File: src/rtl/arbitro_rr_pop_pkg.sv
// Shared definitions for the round-robin pop arbiter.
//   DATA_W          - word width carried from input FIFOs to output FIFOs
//   N_FIFO          - number of input and output FIFOs (fixed at 4)
//   CLS_MSB/CLS_LSB - destination class field inside a word
//   estado_t        - arbiter FSM state encoding
//   class_onehot()  - one-hot output FIFO select for a word
package arbitro_rr_pop_pkg;

  localparam int DATA_W  = 10;
  localparam int N_FIFO  = 4;
  localparam int CLS_MSB = DATA_W - 1;
  localparam int CLS_LSB = DATA_W - 2;

  typedef enum logic [1:0] {
    ST_RESET  = 2'd0,
    ST_IDLE   = 2'd1,
    ST_ACTIVE = 2'd2,
    ST_STALL  = 2'd3
  } estado_t;

  function automatic logic [N_FIFO-1:0] class_onehot(input logic [DATA_W-1:0] word);
    logic [N_FIFO-1:0] oh;
    oh = '0;
    oh[word[CLS_MSB:CLS_LSB]] = 1'b1;
    return oh;
  endfunction

endpackage

File: src/rtl/arbitro_rr_pop_if.sv
// Bus bundle between the arbiter, its four input FIFOs and its four output FIFOs.
//   data_inN     - registered read data of input FIFO N (valid the cycle after popN)
//   emptyN       - input FIFO N empty
//   almost_fullN - output FIFO N has at most 2 free entries
//   popN         - pop strobe to input FIFO N (at most one high)
//   pushN        - push strobe to output FIFO N (at most one high)
//   data_out     - word being pushed
//   estado       - arbiter FSM state
//   idle         - nothing in flight and all inputs empty
// Modports: master = arbiter side, slave = FIFO/environment side.
interface arbitro_rr_pop_if;
  import arbitro_rr_pop_pkg::*;

  logic [DATA_W-1:0] data_in0, data_in1, data_in2, data_in3;
  logic              empty0, empty1, empty2, empty3;
  logic              almost_full0, almost_full1, almost_full2, almost_full3;
  logic              pop0, pop1, pop2, pop3;
  logic              push0, push1, push2, push3;
  logic [DATA_W-1:0] data_out;
  logic [1:0]        estado;
  logic              idle;

  modport master (
    input  data_in0, data_in1, data_in2, data_in3,
    input  empty0, empty1, empty2, empty3,
    input  almost_full0, almost_full1, almost_full2, almost_full3,
    output pop0, pop1, pop2, pop3,
    output push0, push1, push2, push3,
    output data_out, estado, idle
  );

  modport slave (
    output data_in0, data_in1, data_in2, data_in3,
    output empty0, empty1, empty2, empty3,
    output almost_full0, almost_full1, almost_full2, almost_full3,
    input  pop0, pop1, pop2, pop3,
    input  push0, push1, push2, push3,
    input  data_out, estado, idle
  );

endinterface

File: src/rtl/arbitro_rr_pop_rr_grant4.sv
// 4-way round-robin priority encoder.
//   req[3:0]     - request vector
//   last[1:0]    - index granted most recently; search starts at last+1
//   gnt[3:0]     - one-hot grant, all zero when no request
//   gnt_idx[1:0] - index of the granted request (0 when no grant)
module rr_grant4 (
  input  logic [3:0] req,
  input  logic [1:0] last,
  output logic [3:0] gnt,
  output logic [1:0] gnt_idx
);

  logic [1:0] idx;
  logic       found;

  always_comb begin
    gnt     = '0;
    gnt_idx = '0;
    found   = 1'b0;
    idx     = '0;
    for (int k = 1; k <= 4; k++) begin
      idx = last + 2'(k);
      if (!found && req[idx]) begin
        found        = 1'b1;
        gnt[idx]     = 1'b1;
        gnt_idx      = idx;
      end
    end
  end

endmodule

File: src/rtl/arbitro_rr_pop.sv
// Round-robin pop arbiter: pops at most one non-empty input FIFO per cycle,
// captures the returned word and pushes it to the output FIFO selected by the
// word's destination class. Pops stop while any output FIFO is almost full;
// words already in flight still complete their push.
//   clk     - clock, all state updates on posedge
//   reset_L - asynchronous active-low reset
//   bus     - arbitro_rr_pop_if.master (FIFO data/status in, pop/push/status out)
//
// state  | meaning
// RESET  | just out of reset, no pops
// IDLE   | all inputs empty last cycle, pops allowed
// ACTIVE | inputs being drained, pops allowed
// STALL  | an output FIFO is almost full, pops blocked
module arbitro_rr_pop
  import arbitro_rr_pop_pkg::*;
(
  input  logic             clk,
  input  logic             reset_L,
  arbitro_rr_pop_if.master bus
);

  estado_t             estado_q;
  logic [1:0]          last_q;
  logic                cap_valid;
  logic [1:0]          cap_sel;
  logic [N_FIFO-1:0]   push_q;
  logic [DATA_W-1:0]   data_out_q;
  logic                idle_q;

  logic [N_FIFO-1:0]   empty_v;
  logic                all_empty;
  logic                af_any;
  logic                pop_en;
  logic [N_FIFO-1:0]   req;
  logic [N_FIFO-1:0]   gnt;
  logic [1:0]          gnt_idx;
  logic                any_gnt;
  logic [DATA_W-1:0]   cap_word;

  assign empty_v   = {bus.empty3, bus.empty2, bus.empty1, bus.empty0};
  assign all_empty = &empty_v;
  assign af_any    = bus.almost_full0 | bus.almost_full1 | bus.almost_full2 | bus.almost_full3;

  // Almost-full blocks the grant in the very cycle it rises; the 2-entry
  // margin downstream absorbs the words already in flight.
  assign pop_en  = ((estado_q == ST_IDLE) || (estado_q == ST_ACTIVE)) && !af_any;
  assign req     = ~empty_v & {N_FIFO{pop_en}};
  assign any_gnt = |gnt;

  rr_grant4 u_grant (
    .req     (req),
    .last    (last_q),
    .gnt     (gnt),
    .gnt_idx (gnt_idx)
  );

  // Read data of the FIFO popped last cycle is valid now.
  always_comb begin
    cap_word = '0;
    case (cap_sel)
      2'd0:    cap_word = bus.data_in0;
      2'd1:    cap_word = bus.data_in1;
      2'd2:    cap_word = bus.data_in2;
      default: cap_word = bus.data_in3;
    endcase
  end

  always_ff @(posedge clk or negedge reset_L) begin
    if (!reset_L) begin
      estado_q   <= ST_RESET;
      last_q     <= 2'd3;
      cap_valid  <= 1'b0;
      cap_sel    <= 2'd0;
      push_q     <= '0;
      data_out_q <= '0;
      idle_q     <= 1'b0;
    end else begin
      case (estado_q)
        ST_RESET: estado_q <= ST_IDLE;
        ST_IDLE: begin
          if (af_any)          estado_q <= ST_STALL;
          else if (!all_empty) estado_q <= ST_ACTIVE;
        end
        ST_ACTIVE: begin
          if (af_any)         estado_q <= ST_STALL;
          else if (all_empty) estado_q <= ST_IDLE;
        end
        ST_STALL: begin
          if (!af_any) estado_q <= all_empty ? ST_IDLE : ST_ACTIVE;
        end
        default: estado_q <= ST_RESET;
      endcase

      if (any_gnt) begin
        last_q  <= gnt_idx;
        cap_sel <= gnt_idx;
      end
      cap_valid <= any_gnt;

      // data_out only moves with a push and otherwise keeps the last word.
      if (cap_valid) begin
        push_q     <= class_onehot(cap_word);
        data_out_q <= cap_word;
      end else begin
        push_q     <= '0;
      end

      idle_q <= ((estado_q == ST_IDLE) || (estado_q == ST_STALL)) &&
                all_empty && !cap_valid && (push_q == '0);
    end
  end

  assign bus.pop0     = gnt[0];
  assign bus.pop1     = gnt[1];
  assign bus.pop2     = gnt[2];
  assign bus.pop3     = gnt[3];
  assign bus.push0    = push_q[0];
  assign bus.push1    = push_q[1];
  assign bus.push2    = push_q[2];
  assign bus.push3    = push_q[3];
  assign bus.data_out = data_out_q;
  assign bus.estado   = estado_q;
  assign bus.idle     = idle_q;

endmodule

File: src/flat_wrapper.sv
// flat-port wrapper written by rule: the top's interface ports become plain ports
module arbitro_rr_pop_flat import arbitro_rr_pop_pkg::*;
  (clk, reset_L, bus_data_in0, bus_data_in1, bus_data_in2, bus_data_in3, bus_empty0, bus_empty1, bus_empty2, bus_empty3, bus_almost_full0, bus_almost_full1, bus_almost_full2, bus_almost_full3, bus_pop0, bus_pop1, bus_pop2, bus_pop3, bus_push0, bus_push1, bus_push2, bus_push3, bus_data_out, bus_estado, bus_idle);
  arbitro_rr_pop_if bus_i ();
  input  logic clk;
  input  logic reset_L;
  input wire logic [$bits(bus_i.data_in0)-1:0] bus_data_in0;
  input wire logic [$bits(bus_i.data_in1)-1:0] bus_data_in1;
  input wire logic [$bits(bus_i.data_in2)-1:0] bus_data_in2;
  input wire logic [$bits(bus_i.data_in3)-1:0] bus_data_in3;
  input wire logic [$bits(bus_i.empty0)-1:0] bus_empty0;
  input wire logic [$bits(bus_i.empty1)-1:0] bus_empty1;
  input wire logic [$bits(bus_i.empty2)-1:0] bus_empty2;
  input wire logic [$bits(bus_i.empty3)-1:0] bus_empty3;
  input wire logic [$bits(bus_i.almost_full0)-1:0] bus_almost_full0;
  input wire logic [$bits(bus_i.almost_full1)-1:0] bus_almost_full1;
  input wire logic [$bits(bus_i.almost_full2)-1:0] bus_almost_full2;
  input wire logic [$bits(bus_i.almost_full3)-1:0] bus_almost_full3;
  output wire logic [$bits(bus_i.pop0)-1:0] bus_pop0;
  output wire logic [$bits(bus_i.pop1)-1:0] bus_pop1;
  output wire logic [$bits(bus_i.pop2)-1:0] bus_pop2;
  output wire logic [$bits(bus_i.pop3)-1:0] bus_pop3;
  output wire logic [$bits(bus_i.push0)-1:0] bus_push0;
  output wire logic [$bits(bus_i.push1)-1:0] bus_push1;
  output wire logic [$bits(bus_i.push2)-1:0] bus_push2;
  output wire logic [$bits(bus_i.push3)-1:0] bus_push3;
  output wire logic [$bits(bus_i.data_out)-1:0] bus_data_out;
  output wire logic [$bits(bus_i.estado)-1:0] bus_estado;
  output wire logic [$bits(bus_i.idle)-1:0] bus_idle;
  assign bus_i.data_in0 = bus_data_in0;
  assign bus_i.data_in1 = bus_data_in1;
  assign bus_i.data_in2 = bus_data_in2;
  assign bus_i.data_in3 = bus_data_in3;
  assign bus_i.empty0 = bus_empty0;
  assign bus_i.empty1 = bus_empty1;
  assign bus_i.empty2 = bus_empty2;
  assign bus_i.empty3 = bus_empty3;
  assign bus_i.almost_full0 = bus_almost_full0;
  assign bus_i.almost_full1 = bus_almost_full1;
  assign bus_i.almost_full2 = bus_almost_full2;
  assign bus_i.almost_full3 = bus_almost_full3;
  assign bus_pop0 = bus_i.pop0;
  assign bus_pop1 = bus_i.pop1;
  assign bus_pop2 = bus_i.pop2;
  assign bus_pop3 = bus_i.pop3;
  assign bus_push0 = bus_i.push0;
  assign bus_push1 = bus_i.push1;
  assign bus_push2 = bus_i.push2;
  assign bus_push3 = bus_i.push3;
  assign bus_data_out = bus_i.data_out;
  assign bus_estado = bus_i.estado;
  assign bus_idle = bus_i.idle;
  arbitro_rr_pop u_core (.clk(clk), .reset_L(reset_L), .bus(bus_i));
endmodule
File: config.mk
export PLATFORM = sky130hd
export DESIGN_NAME = arbitro_rr_pop_flat
export DESIGN_NICKNAME = d
export VERILOG_FILES = /design/src/rtl/arbitro_rr_pop_pkg.sv /design/src/rtl/arbitro_rr_pop_if.sv /design/src/rtl/arbitro_rr_pop_rr_grant4.sv /design/src/rtl/arbitro_rr_pop.sv /design/src/flat_wrapper.sv
export SDC_FILE = /design/constraint.sdc
export NUM_CORES = 1
export LEC_CHECK = 0
export CORE_UTILIZATION = 40
export CTS_CLUSTER_SIZE = 12
export DETAILED_ROUTE_END_ITERATION = 7
export PLACE_DENSITY = 0.78
export SYNTH_ARGS = -nofsm -noshare
export SYNTH_HDL_FRONTEND = slang
export SYNTH_SLANG_ARGS = --single-unit
File: constraint.sdc
create_clock -name clk -period 3 [get_ports clk]
set_clock_uncertainty 0.1 [all_clocks]
set_input_delay 0.3 -clock clk [delete_from_list [all_inputs] [get_ports clk]]
set_output_delay 0.3 -clock clk [all_outputs]
set_load 0.005 [all_outputs]
==> metrics.csv, run 1 <==
metric;value;unit
outcome;finished, final reports clean;
Die Area;4735;µm²
utilization after layout;64.46;%
Tcrit/Tclk final;96.71;%
number of diodes;0;
TNS Setup;0;ns
Yosys top cell area share;28.03;%
Primary FF master, synth;dfrtp_1;
Final ANT Viol Nets;0;
length in cells of the worst reg-to-reg path;7;
Worst setup SP type;input pin;
FF-to-FF Start;u_core.last_q[0];
synthesized area;1785;µm²
Worst slew margin;37.85;%
Critical Path RT;2.60;ns
Clock Sinks;22;
crit path max fanout;6;
Reg clk slew, reported paths;0.08;ns
max incr delay on CP;0.53;ns
first-pass GRT wire length;7.438;mm
Via Count;1669;
commonest cells in the netlist;20 x dfrtp_1, 13 x nand2_1, 12 x inv_1;
hold worst-path end;u_core.bus.idle;
routability cong.;0.8356;
count of input and output buffers;70;
routing usage on met3;3.783;%
CTS Root Cell;clkbuf_8;
Worst-Skew Late Latency;0.26;ns
P_leak;0.001133;µW
r2r endpoint;u_core.cap_sel[1];
DIE WIDTH;68.81;µm
Yosys reg bits;22;
HP Start;u_core.push_q[2];
average cell area after synthesis;10.38;µm²
H-tree depth;1;
cell mode on critical path;clkdlybuf4s50_1;
WS Path Type;in -> out;
Least-Margin Pin Slew;0.9293;ns
register area share after synthesis;30.97;%
initial detailed-routing violation count;237;
Core Box Area;4144;µm²
endpoints failing setup;0;
synth warn;0;
worst vdd ir;503.4;µV
Overflow after GRT;0;
number of global-route vias before repair;1586;
global routing usage on met2;37.38;%
initial antenna violation count;0;
hold_buf cts;0;
# IOs;71;
final WL;4.682;mm
CP max stage cell;clkdlybuf4s50_1;
Peak Freq;344.7;MHz
Post-synth EDFFs;0;
Place WS;0.01025;ns
Final Critical Period;2.901;ns
area added between synthesis and finish;49.61;%
total global-route track usage;21.57;%
asr flop ratio synth;100.0;%
Cells after Synth;172;
Reg2Reg Setup Slack;0.17;ns
clock tree buffer depth;2;
Die Ht;68.81;µm
PwrDens;889.8;nW/µm²
WL/cell;16.09;µm
Final Hold Vio Count;0;
GRT busiest layer;met2;
# nets final;303;
routing usage on met1;27.08;%
ratio of cells with drive above 1 in the final layout;20.33;%
CP Capture Type;output port;
count of cell types in the netlist;40;
Post-Syn Nets;233;
largest net degree at the start of global routing;23;
Synth area leaders;dfrtp_1 28%, mux4_2 13%, ha_1 7.7%;
effective utilization at floorplan;43.09;%
hold_ws;0.3363;ns
row count;23;
most frequent cell after synthesis;dfrtp_1;
hold-critical path depth;1;
cells along the critical path;clkdlybuf4s50_1 > or3b_2 > o311ai_0 > nand4_1 > o22ai_1 > clkdlybuf4s50_1;
setup repair after global routing missed its margin;no;
worst path arrival time;2.50;ns
DP Wirelength;3.680;mm
Final Max Slew Viols;0;
CTS tree;done;
Yosys top cell by area;dfrtp_1;
total of max-cap violations;0;
Via density;5.735;
Hold Crit Class;reg -> reg;
Final WS setup;0.09858;ns
Pre-Repair DR Iteration Count;5;
Num CTS Buffers;3;
DRC;0;
## layout by cell type, fill, tap and decap left out, types with 2 or more instances in the layout
| cell | n |
|---|---|
| o22ai_1 | 9 |
| o311ai_0 | 2 |
| clkbuf_8 | 3 |
| mux4_2 | 10 |
| ha_1 | 10 |
| mux2i_1 | 6 |
| nand2_1 | 13 |
| dfstp_2 | 2 |
| nand4_1 | 2 |
| dfrtp_1 | 20 |
| mux2i_4 | 2 |
| nor3_1 | 4 |
| nor2_1 | 6 |
| clkdlybuf4s50_1 | 67 |
| mux2_2 | 11 |
| and3_1 | 5 |
| a2111oi_2 | 4 |
| inv_1 | 11 |
| dlymetal6s2s_1 | 3 |
| o21ai_0 | 8 |
| nand2b_1 | 6 |
| buf_4 | 8 |
| a21oi_1 | 4 |
| or4_1 | 3 |
| mux2_4 | 2 |
## cell families after synthesis
group / Yosys count / synth area share, %
xor gates and xnor gates: 1 / 0.4906
adders and majority gates: 11 / 7.708
DFF: 22 / 30.97
buffers and inverters: 26 / 7.287
muxes: 32 / 26.98
AOI/OAI and AO/OA: 34 / 12.89
and+or+nand+nor: 46 / 13.67
## where the power goes
part           switching (µW)  total (µW)  internal [µW]
Sequential                158         583            426
Clock                    97.5         276            178
Combinational             669        1520            849
Total                     924        2380           1450
## how the worst max path moves through the flow
stage                     start                end  slack [ns]  depth (start not counted)
2_1_floorplan  u_core.last_q[0]  u_core.cap_sel[0]        0.01                         13
3_3_place_gp         bus_empty0  u_core.cap_sel[0]        0.05                          7
3_5_place_dp         bus_empty0  u_core.cap_sel[1]        0.01                          7
4_1_cts        u_core.last_q[0]           bus_pop2        0.02                          7
5_1_grt        u_core.last_q[0]           bus_pop3        0.02                          6
6_report             bus_empty0           bus_pop3         0.1                          6
## registers in the layout, indices dropped and copies added (netlist names)
signal               flops
u_core.bus.data_out     10
u_core.bus.estado        2
u_core.bus.idle          1
u_core.cap_sel           2
u_core.cap_valid         1
u_core.last_q            2
u_core.push_q            4
## per-stage QoR
step           instances  cell area [µm²]  power (µW)
6_report             291             2671        2377
3_5_place_dp         285             2529        1959
2_1_floorplan        172             1818        1559
3_3_place_gp         285             2529        1928
4_1_cts              289             2604        2251
5_1_grt              291             2671        2553
## worst max-delay path: cells and delay by family
| kind | cells | cell delay, ns |
|---|---|---|
| buf+inv | 2 | 1.06 |
| simple gates | 2 | 0.76 |
| compound gates | 2 | 0.37 |
## what timing repair did
item                                   CTS  global route
endpoints found under the hold margin    0             0
setup endpoints to repair                3             9
buffers inserted                         0             2
gates resized for setup                  1            14
pin swaps                                0             2
gates cloned                             0             0
## area by class of cell
cell class | instances | area (µm²)
inverter | 12 | 45.04
fill | 345 | 1473
tap | 50 | 62.56
clock inverter | 1 | 30.03
timing repair buffer | 79 | 779.5
multi-input combinational | 124 | 1160
sequential | 22 | 553.0
clock buffer | 3 | 41.29
## metal layers
metal,vias up,wire (µm)
met1,786,1899
li1,783,-
met2,90,2346
met3,10,339
met5,-,0
met4,0,96
No activity file was read; power rests on OpenSTA's default activity.
==> inputs of run 2 (changes only) <==
--- a/config.mk
+++ b/config.mk
@@ -6,6 +6,7 @@
 export NUM_CORES = 1
 export LEC_CHECK = 0
 export CORE_UTILIZATION = 40
+export CTS_BUF_LIST = sky130_fd_sc_hd__clkbuf_4 sky130_fd_sc_hd__clkbuf_8 sky130_fd_sc_hd__clkbuf_16
 export CTS_CLUSTER_SIZE = 12
 export DETAILED_ROUTE_END_ITERATION = 7
 export PLACE_DENSITY = 0.78
==> results of run 2 <==
Final layout, timing and power as in run 1 (identical DEF).
==> inputs of run 3 (changes only) <==
--- a/config.mk
+++ b/config.mk
@@ -5,8 +5,10 @@
 export SDC_FILE = /design/constraint.sdc
 export NUM_CORES = 1
 export LEC_CHECK = 0
+export CAP_MARGIN = 30
 export CORE_UTILIZATION = 40
 export CTS_BUF_LIST = sky130_fd_sc_hd__clkbuf_4 sky130_fd_sc_hd__clkbuf_8 sky130_fd_sc_hd__clkbuf_16
+export CTS_CLUSTER_DIAMETER = 100
 export CTS_CLUSTER_SIZE = 12
 export DETAILED_ROUTE_END_ITERATION = 7
 export PLACE_DENSITY = 0.78
==> run 3 against run 2 <==
Net effect:
- worst hold slack worse by 0.045 ns
- design area is 0.94% higher
- critical path type unchanged
- clock power hardly changed
- highest routed layer unchanged
- wire length is 0.26% lower
- critical path depth stayed put
- first-iteration DRC count is 18% lower
- die area stayed put
- sequential share of layout area is 0.19 points lower
- clock-buffer cell count stayed put
==> metrics.csv, run 3 (synthesized netlist as in run 1, its figures left out) <==
metric;value;unit
outcome;finished, final reports clean;
P_sw;919.9;µW
CTS tree;done;
crit path max fanout;6;
FF-to-FF Start;u_core.last_q[0];
commonest non-fill, non-tap cell in the layout;clkdlybuf4s50_1;
largest net degree at the start of global routing;23;
first-pass GRT wire length;7.438;mm
Clock Sinks;22;
WL/cell;15.99;µm
Least-Margin Pin Slew;0.6219;ns
Pre-Repair DR Iteration Count;6;
Sw Share;38.72;%
Hold Crit Class;in -> async;
most frequent cells in the layout;67 x clkdlybuf4s50_1, 20 x dfrtp_1, 13 x nand2_1;
P_leak;0.001145;µW
Worst slew margin;58.54;%
total of max-cap violations;0;
Final Max Slew Viols;0;
H-tree depth;1;
CP Capture Type;output port;
max reg flops;10;
count of input and output buffers;70;
# IOs;71;
length in cells of the worst reg-to-reg path;7;
WS Path Type;in -> out;
Die Ht;68.81;µm
clock tree buffer depth;2;
routing usage on met1;27.08;%
Reg clk slew, reported paths;0.08;ns
endpoints failing setup;0;
total global-route track usage;21.57;%
CTS Root Cell;clkbuf_8;
Comb power frac;63.8;%
Via density;5.723;
final WL;4.670;mm
Die Area;4735;µm²
row count;23;
effective utilization at floorplan;43.09;%
Num CTS Buffers;3;
global routing usage on met2;37.38;%
ratio of cells with drive above 1 in the final layout;20.66;%
Via Count;1671;
setup repair after global routing missed its margin;no;
Final Critical Period;2.899;ns
Critical Path RT;2.60;ns
TNS Setup;0;ns
number of diodes;0;
DRC;0;
DIE WIDTH;68.81;µm
Core Box Area;4144;µm²
routability cong.;0.8356;
GRT busiest layer;met2;
routing usage on met3;3.783;%
Seq pwr share;24.6;%
initial antenna violation count;0;
# nets final;304;
DP Wirelength;3.680;mm
Worst-Skew Late Latency;0.26;ns
Clk pwr share;11.6;%
initial detailed-routing violation count;194;
Place WS;0.01025;ns
Final WS setup;0.1009;ns
Peak Freq;344.9;MHz
Worst setup SP type;input pin;
Final Hold Vio Count;0;
Final Total Pwr;2376;µW
PwrDens;881.2;nW/µm²
worst path arrival time;2.50;ns
hold_buf cts;0;
r2r endpoint;u_core.cap_sel[1];
Fillers;342;
Tcrit/Tclk final;96.64;%
Reg2Reg Setup Slack;0.17;ns
Final ANT Viol Nets;0;
number of global-route vias before repair;1586;
worst vdd ir;503.3;µV
area added between synthesis and finish;51.02;%
Overflow after GRT;0;
internal power;1456;µW
run 3: worst max-delay path, cell delays in order:
cell and delay (ns):
clkdlybuf4s50_1 0.53, or3b_2 0.52, o311ai_0 0.12, nand4_1 0.24, o22ai_1 0.25, clkdlybuf4s50_1 0.53
run 3: how the worst max path moves through the flow:
stage	from	endpoint	slack, ns
finish	bus_empty0	bus_pop3	0.10
global route	u_core.last_q[0]	bus_pop3	0.02
detailed placement	bus_empty0	u_core.cap_sel[1]	0.01
CTS	u_core.last_q[0]	bus_pop2	0.02
global placement	bus_empty0	u_core.cap_sel[0]	0.05
floorplan	u_core.last_q[0]	u_core.cap_sel[0]	0.01
run 3: stage by stage:
stage	instances	area, µm²	utilization (%)	hold WS [ns]
after detailed placement	285	2529	61.02	0.3334
after CTS	289	2604	62.83	0.3445
after global routing	292	2696	65.07	0.2950
after floorplan	172	1818	-	-0.09559
final	292	2696	65.07	0.2914
after global placement	285	2529	61.02	0.3253
run 3: layer usage:
layer	vias to the layer above	wire [µm]
met2	87	2347
met3	10	312
met1	789	1909
li1	785	-
met4	0	101
met5	-	0
run 3: repair_timing:
action | CTS | global route
gates resized for setup | 1 | 14
setup buffers | 0 | 2
setup endpoints to repair | 3 | 9
pin swaps | 0 | 2
run 3: final cells by class:
cell class,count,area (µm²),area share (%)
clock buffer,3,41.29,1.531
clock inverter,1,30.03,1.114
inverter,12,45.04,1.671
multi-input combinational,124,1160,43.02
sequential,22,553.0,20.51
tap,50,62.56,2.320
timing repair buffer,80,804.5,29.84
run 3: power by group through the flow:
| stage | clock network [µW] | logic (µW) | registers [µW] |
|---|---|---|---|
| final | 276 | 1520 | 583 |
| after detailed placement | 0 | 1370 | 593 |
| after CTS | 282 | 1380 | 587 |
| after global placement | 0 | 1340 | 588 |
| after floorplan | 0 | 1040 | 521 |
| after global routing | 294 | 1650 | 617 |
